## src/rtl/riscv_ctrl_pkg.sv

```systemverilog
// rtl/riscv_ctrl_pkg.sv - opcodes, FSM states and ALUOp encodings shared by the RISC-V control logic
package riscv_ctrl_pkg;

    localparam logic [6:0] OP_LUI   = 7'b0110111;
    localparam logic [6:0] OP_ITYPE = 7'b0010011;
    localparam logic [6:0] OP_RTYPE = 7'b0110011;
    localparam logic [6:0] OP_LW    = 7'b0000011;
    localparam logic [6:0] OP_SW    = 7'b0100011;
    localparam logic [6:0] OP_BEQ   = 7'b1100011;

    localparam logic [1:0] ALUOP_MEM = 2'b00;
    localparam logic [1:0] ALUOP_BR  = 2'b01;
    localparam logic [1:0] ALUOP_RI  = 2'b10;
    localparam logic [1:0] ALUOP_U   = 2'b11;

    typedef enum logic [2:0] {
        S_FETCH  = 3'd0,
        S_DECODE = 3'd1,
        S_EXEC   = 3'd2,
        S_MEM    = 3'd3,
        S_WB     = 3'd4,
        S_TRAP   = 3'd5
    } state_t;

    typedef struct packed {
        logic is_r;
        logic is_i;
        logic is_u;
        logic is_lw;
        logic is_sw;
        logic is_br;
        logic legal;
    } op_class_t;

    function automatic logic [1:0] alu_op_of(input op_class_t c);
        if (c.is_br)
            return ALUOP_BR;
        else if (c.is_u)
            return ALUOP_U;
        else if (c.is_r || c.is_i)
            return ALUOP_RI;
        else
            return ALUOP_MEM;
    endfunction

    function automatic logic alu_src_of(input op_class_t c);
        return c.is_lw | c.is_sw | c.is_i | c.is_u;
    endfunction

endpackage

```

## src/rtl/multicycle_controller_if.sv

```systemverilog
// rtl/multicycle_controller_if.sv - opcode, memory-ready and datapath control bundle of the multicycle controller
interface multicycle_controller_if #(
    parameter int CNT_W = 32
);
    logic [6:0]       Opcode;
    logic             imem_ready;
    logic             dmem_ready;
    logic             IRWrite;
    logic             PCWrite;
    logic             ALUSrc;
    logic             MemtoReg;
    logic             RegWrite;
    logic             MemRead;
    logic             MemWrite;
    logic [1:0]       ALUOp;
    logic             Branch;
    logic             Illegal;
    logic [2:0]       state;
    logic [CNT_W-1:0] retired;

    modport master (
        input  Opcode, imem_ready, dmem_ready,
        output IRWrite, PCWrite, ALUSrc, MemtoReg, RegWrite, MemRead, MemWrite,
               ALUOp, Branch, Illegal, state, retired
    );

    modport slave (
        output Opcode, imem_ready, dmem_ready,
        input  IRWrite, PCWrite, ALUSrc, MemtoReg, RegWrite, MemRead, MemWrite,
               ALUOp, Branch, Illegal, state, retired
    );
endinterface

```

## src/rtl/opcode_classifier.sv

```systemverilog
// rtl/opcode_classifier.sv - combinational opcode to instruction-class decode
module opcode_classifier
    import riscv_ctrl_pkg::*;
(
    input  logic [6:0] i_opcode,
    output op_class_t  o_class
);
    always_comb begin
        o_class       = '0;
        o_class.is_r  = (i_opcode == OP_RTYPE);
        o_class.is_i  = (i_opcode == OP_ITYPE);
        o_class.is_u  = (i_opcode == OP_LUI);
        o_class.is_lw = (i_opcode == OP_LW);
        o_class.is_sw = (i_opcode == OP_SW);
        o_class.is_br = (i_opcode == OP_BEQ);
        o_class.legal = o_class.is_r | o_class.is_i | o_class.is_u |
                        o_class.is_lw | o_class.is_sw | o_class.is_br;
    end
endmodule

```

## src/rtl/multicycle_controller.sv

```systemverilog
// rtl/multicycle_controller.sv - five-stage multicycle control FSM with memory stalls, illegal trap and retire counter
module multicycle_controller
    import riscv_ctrl_pkg::*;
#(
    parameter int CNT_W = 32
) (
    input  logic                  clk,
    input  logic                  reset,
    multicycle_controller_if.master bus
);
    state_t           r_state;
    logic [6:0]       r_op_q;
    logic [CNT_W-1:0] r_retired;

    op_class_t  w_cls_in;
    op_class_t  w_cls_q;
    logic       w_irwrite, w_pcwrite, w_alusrc, w_memtoreg, w_regwrite;
    logic       w_memread, w_memwrite, w_branch, w_illegal;
    logic [1:0] w_aluop;

    opcode_classifier u_cls_in (.i_opcode(bus.Opcode), .o_class(w_cls_in));
    opcode_classifier u_cls_q  (.i_opcode(r_op_q),     .o_class(w_cls_q));

    // Gating with reset keeps IRWrite (fed straight from imem_ready) low during reset too.
    always_comb begin
        w_irwrite  = 1'b0;
        w_pcwrite  = 1'b0;
        w_alusrc   = 1'b0;
        w_memtoreg = 1'b0;
        w_regwrite = 1'b0;
        w_memread  = 1'b0;
        w_memwrite = 1'b0;
        w_branch   = 1'b0;
        w_illegal  = 1'b0;
        w_aluop    = ALUOP_MEM;
        if (!reset) begin
            case (r_state)
                S_FETCH: w_irwrite = bus.imem_ready;
                S_EXEC: begin
                    w_alusrc  = alu_src_of(w_cls_q);
                    w_aluop   = alu_op_of(w_cls_q);
                    w_branch  = w_cls_q.is_br;
                    w_pcwrite = w_cls_q.is_br;
                end
                S_MEM: begin
                    w_alusrc   = alu_src_of(w_cls_q);
                    w_aluop    = alu_op_of(w_cls_q);
                    w_memread  = w_cls_q.is_lw;
                    w_memwrite = w_cls_q.is_sw;
                    w_pcwrite  = w_cls_q.is_sw & bus.dmem_ready;
                end
                S_WB: begin
                    w_alusrc   = alu_src_of(w_cls_q);
                    w_aluop    = alu_op_of(w_cls_q);
                    w_regwrite = 1'b1;
                    w_memtoreg = w_cls_q.is_lw;
                    w_pcwrite  = 1'b1;
                end
                S_TRAP: w_illegal = 1'b1;
                default: ;
            endcase
        end
    end

    // PCWrite marks the retire cycle of every instruction.
    always_ff @(posedge clk or posedge reset) begin
        if (reset) begin
            r_state   <= S_FETCH;
            r_op_q    <= '0;
            r_retired <= '0;
        end else begin
            if (w_pcwrite)
                r_retired <= r_retired + CNT_W'(1);
            case (r_state)
                S_FETCH:
                    if (bus.imem_ready)
                        r_state <= S_DECODE;
                S_DECODE:
                    if (!w_cls_in.legal)
                        r_state <= S_TRAP;
                    else begin
                        r_op_q  <= bus.Opcode;
                        r_state <= S_EXEC;
                    end
                S_EXEC:
                    if (w_cls_q.is_br)
                        r_state <= S_FETCH;
                    else if (w_cls_q.is_lw || w_cls_q.is_sw)
                        r_state <= S_MEM;
                    else
                        r_state <= S_WB;
                S_MEM:
                    if (bus.dmem_ready)
                        r_state <= w_cls_q.is_sw ? S_FETCH : S_WB;
                S_WB:    r_state <= S_FETCH;
                S_TRAP:  r_state <= S_TRAP;
                default: r_state <= S_FETCH;
            endcase
        end
    end

    assign bus.IRWrite  = w_irwrite;
    assign bus.PCWrite  = w_pcwrite;
    assign bus.ALUSrc   = w_alusrc;
    assign bus.MemtoReg = w_memtoreg;
    assign bus.RegWrite = w_regwrite;
    assign bus.MemRead  = w_memread;
    assign bus.MemWrite = w_memwrite;
    assign bus.ALUOp    = w_aluop;
    assign bus.Branch   = w_branch;
    assign bus.Illegal  = w_illegal;
    assign bus.state    = r_state;
    assign bus.retired  = r_retired;
endmodule

```

## src/flat_wrapper.sv

```systemverilog
// flat-port wrapper written by rule: the top's interface ports become plain ports
module multicycle_controller_flat import riscv_ctrl_pkg::*;
#(
    parameter int CNT_W = 32
)
  (clk, reset, bus_Opcode, bus_imem_ready, bus_dmem_ready, bus_IRWrite, bus_PCWrite, bus_ALUSrc, bus_MemtoReg, bus_RegWrite, bus_MemRead, bus_MemWrite, bus_ALUOp, bus_Branch, bus_Illegal, bus_state, bus_retired);
  multicycle_controller_if #(.CNT_W(CNT_W)) bus_i ();
  input  logic clk;
  input  logic reset;
  input wire logic [$bits(bus_i.Opcode)-1:0] bus_Opcode;
  input wire logic [$bits(bus_i.imem_ready)-1:0] bus_imem_ready;
  input wire logic [$bits(bus_i.dmem_ready)-1:0] bus_dmem_ready;
  output wire logic [$bits(bus_i.IRWrite)-1:0] bus_IRWrite;
  output wire logic [$bits(bus_i.PCWrite)-1:0] bus_PCWrite;
  output wire logic [$bits(bus_i.ALUSrc)-1:0] bus_ALUSrc;
  output wire logic [$bits(bus_i.MemtoReg)-1:0] bus_MemtoReg;
  output wire logic [$bits(bus_i.RegWrite)-1:0] bus_RegWrite;
  output wire logic [$bits(bus_i.MemRead)-1:0] bus_MemRead;
  output wire logic [$bits(bus_i.MemWrite)-1:0] bus_MemWrite;
  output wire logic [$bits(bus_i.ALUOp)-1:0] bus_ALUOp;
  output wire logic [$bits(bus_i.Branch)-1:0] bus_Branch;
  output wire logic [$bits(bus_i.Illegal)-1:0] bus_Illegal;
  output wire logic [$bits(bus_i.state)-1:0] bus_state;
  output wire logic [$bits(bus_i.retired)-1:0] bus_retired;
  assign bus_i.Opcode = bus_Opcode;
  assign bus_i.imem_ready = bus_imem_ready;
  assign bus_i.dmem_ready = bus_dmem_ready;
  assign bus_IRWrite = bus_i.IRWrite;
  assign bus_PCWrite = bus_i.PCWrite;
  assign bus_ALUSrc = bus_i.ALUSrc;
  assign bus_MemtoReg = bus_i.MemtoReg;
  assign bus_RegWrite = bus_i.RegWrite;
  assign bus_MemRead = bus_i.MemRead;
  assign bus_MemWrite = bus_i.MemWrite;
  assign bus_ALUOp = bus_i.ALUOp;
  assign bus_Branch = bus_i.Branch;
  assign bus_Illegal = bus_i.Illegal;
  assign bus_state = bus_i.state;
  assign bus_retired = bus_i.retired;
  multicycle_controller #(.CNT_W(CNT_W)) u_core (.clk(clk), .reset(reset), .bus(bus_i));
endmodule
```

## config.mk

```make
export PLATFORM = sky130hd
export DESIGN_NAME = multicycle_controller_flat
export DESIGN_NICKNAME = d
export VERILOG_FILES = /design/src/rtl/riscv_ctrl_pkg.sv /design/src/rtl/multicycle_controller_if.sv /design/src/rtl/opcode_classifier.sv /design/src/rtl/multicycle_controller.sv /design/src/flat_wrapper.sv
export SDC_FILE = /design/constraint.sdc
export NUM_CORES = 1
export LEC_CHECK = 0
export BUFFER_PORTS_ARGS = -buffer_cell sky130_fd_sc_hd__buf_2
export CORE_MARGIN = 5
export CORE_UTILIZATION = 50
export CTS_CLUSTER_SIZE = 40
export DETAILED_ROUTE_END_ITERATION = 7
export HOLD_SLACK_MARGIN = 0.15
export PLACE_DENSITY = 0.76
export SETUP_SLACK_MARGIN = 0.15
export SLEW_MARGIN = 20
export SYNTH_ARGS = -nofsm -noshare
export SYNTH_HDL_FRONTEND = slang
export SYNTH_SLANG_ARGS = --single-unit
```

## constraint.sdc

```tcl
create_clock -name clk -period 3.57 [get_ports clk]
set_input_delay 0.5355 -clock clk [delete_from_list [all_inputs] [get_ports clk]]
set_output_delay 0.5355 -clock clk [all_outputs]
set_load 0.01 [all_outputs]
```

==> summary.txt <==
Outcome
  • Run status: finished, final reports clean

Yosys
  • Post-synth EDFFs: 0
  • Asr flop ratio synth: 100%
  • Post-Syn Area: 2170 sq um
  • Synth Register Bits: 42
  • Sequential area share after synthesis: 48.5%
  • Total number of yosys warnings: 0
  • Mapped Avg Cell Area: 10.7 sq um
  • Synth Flop Type: dfrtp_1
  • Post-synthesis cell count: 202
  • Synth unique cells: 43
  • Post-Syn Nets: 214

Drt
  • Drt pass-1 iters: 4
  • DRC Markers: 0
  • Routed wire length per instance: 14.3 um
  • WL final: 4500 um
  • Vias per std cell: 5.31
  • Total number of vias: 1668
  • Initial DRC count: 44
  • Post-DRT Antenna Nets: 0

Pwr
  • Combinational power share: 7.3%
  • Sequential share of power: 57.7%
  • Clock power share: 35.0%
  • Internal: 677 uW
  • P per Cell Area: 343 nW/um^2
  • Switching Share: 23.7%
  • Pleak: 0.00133 uW
  • P_sw: 210 uW
  • Worst VDD drop: 0.301 mV
  • Total power: 887 uW

Global route
  • First-pass GRT wire length: 7340 um
  • GRT Resource Usage Total: 16.8%
  • GR Util met3: 3.96%
  • GRT overflow: 0
  • Vias in the first global route: 1536
  • M2 GR Usage: 25.9%
  • Met1 Use GR: 23.2%
  • Largest net degree at the start of global routing: 45
  • Initial antenna violation count: 0
  • Most used routing layer in global routing: met2

Timing
  • F_max: 0.400 GHz
  • Worst-Margin Slew: 771 ps
  • Setup TNS: 0 ps
  • Fin crit period: 2500 ps
  • RSZ-0062 raised after global routing: no
  • Max Slew Vio Count: 0
  • Final cycle utilization of the critical path: 69.9%
  • Slew headroom: 48.5%
  • Final Hold Fails: 0
  • Final setup violation count: 0
  • Clk_skew: 5.43 ps
  • Setup WS post-layout: 1070 ps

Die
  • Starting Density: 50.5%
  • Die width: 75.9 um
  • Die extent in y: 75.9 um
  • I/O Pins: 57
  • Core Area: 4290 sq um
  • DIE AREA: 5750 sq um
  • Rows: 24

Setup path
  • CP Max Fanout: 14
  • Worst setup SP type: flip-flop
  • CP required: 3030 ps
  • Crit path cell chain: and3b_1 > o2111ai_4 > and2_1 > inv_1 > buf_2
  • Slowest cell on crit path: dfrtp_1
  • Crit path capture type: primary output
  • Arr. time, crit path: 1960 ps
  • Crit path kind: flip-flop to primary output
  • Slowest Stage Delay on Critical Path: 510 ps

Finish
  • Area delta synth->final: 19.3%
  • Most common cell after layout, fill and taps aside: buf_2
  • Area of the multi-input gates: 1060 sq um
  • N_diodes: 0
  • Commonest non-fill, non-tap cells in the layout: buf_2 (56), dfrtp_1 (42), xnor2_1 (25), nand2_1 (21), nand3_1 (15)
  • Share of cells above drive strength 1: 30.9%
  • Total Nets Final: 273
  • FF/Latch Area: 1050 sq um
  • Layout fillers: 377

Placed design
  • Global placement routability congestion: 0.839
  • Pre-CTS setup slack: 1220 ps
  • Port Buf Inserts: 56
  • DP HPWL: 3330 um

Clock network
  • Clock Sinks: 42
  • Clock root buffer: clkbuf_8
  • H-tree levels: 2
  • Clock buffer depth: 2
  • CTS-repair resized insts: 0
  • Clock transition at path regs: 70 ps
  • CTS Buf Count: 5
  • Clock latency on the worst-skew pair: 290 ps
  • Postcts setup bufs: 0
  • CTS tree: yes
  • CTS hold repair buffers: 0

Flow run
  • Max-Cap Viols: 0

Worst hold path
  • Hold WC Path Type: input pin to async pin
per-stage QoR:
step                hold WS [ps]  util (%)  instances  area [sq um]
floorplan                    455         -        202          2170
global placement             458      58.1        306          2490
detailed placement           459      58.1        306          2490
CTS                          434      60.2        314          2590
global route                 473      60.2        314          2590
finish                       413      60.2        314          2590
logic make-up (layout without fill, tap and decap cells):
family / count (synthesis) / in the layout / share of synthesized area [%]
DFF: 42 / 42 / 48.5
AOI/OAI and AO/OA: 20 / 20 / 7.91
adders and majority gates: 1 / 1 / 0.577
buffers and inverters: 12 / 72 / 2.42
xor gates and xnor gates: 32 / 32 / 12.9
muxes: 5 / 5 / 2.54
and+or+nand+nor: 90 / 90 / 25.2
synth_stat cells, drive strengths merged, types with 2 or more instances:
master   n  area share, %
a21o     2           0.69
and3b    2           0.81
nor3b    5            3.2
nand4b   2           0.81
nand4    7            2.0
nand2   21            3.6
nor2     8            1.4
a211oi   2            1.5
and4     5            2.1
mux2     4            2.1
dfrtp   42             48
o21ai    4           0.92
xnor2   25             10
inv      7            1.2
buf      4            1.0
xor2     7            2.8
or2      2           0.58
and3     9            2.6
nand3   15            3.5
a21oi    5            1.2
nor2b    3           0.87
nor3     6            1.8
power by group through the flow:
stage	Clock, uW	Sequential, uW	Combinational, uW
after floorplan	0	519	41.5
after global placement	0	521	64.8
after detailed placement	0	521	65.7
after CTS	323	512	65.9
after global routing	345	515	73.3
final	311	512	64.4
worst paths after layout:
kind	startpoint	to	slack [ps]	depth (start not counted)
hold / removal	reset	u_core.bus.state[0]	410	3
max in group asynchronous	reset	u_core.bus.retired[29]	2780	3
hold reg to reg	u_core.bus.retired[31]	u_core.bus.retired[31]	480	1
min in group clk	u_core.bus.retired[31]	u_core.bus.retired[31]	480	1
setup reg to reg	u_core.bus.state[2]	u_core.bus.retired[30]	1340	5
setup / recovery	u_core.bus.state[0]	bus_PCWrite	1070	5
worst max-delay path: cells and delay by family (launching register included):
kind            cells  cell delay (ps)
flops               1              510
buf+inv             2              290
simple gates        2              610
compound gates      1              260
routing by layer:
layer,up-vias,wire (um)
met4,0,65
li1,823,-
met1,798,2090
met3,6,278
met5,-,0
met2,41,2060
state kept, by name, indices dropped and copies added, names as in the netlist:
signal	cells
u_core.r_op_q	7
u_core.bus.retired	32
u_core.bus.state	3
layout make-up:
type | count | share of cell area, %
tap | 52 | 2.52
multi-input combinational | 148 | 41.2
clock buffer | 7 | 3.34
clock inverter | 1 | 0.194
inverter | 7 | 1.02
timing repair buffer | 57 | 11.1
sequential | 42 | 40.6
Power figures use the tool's default switching activity.
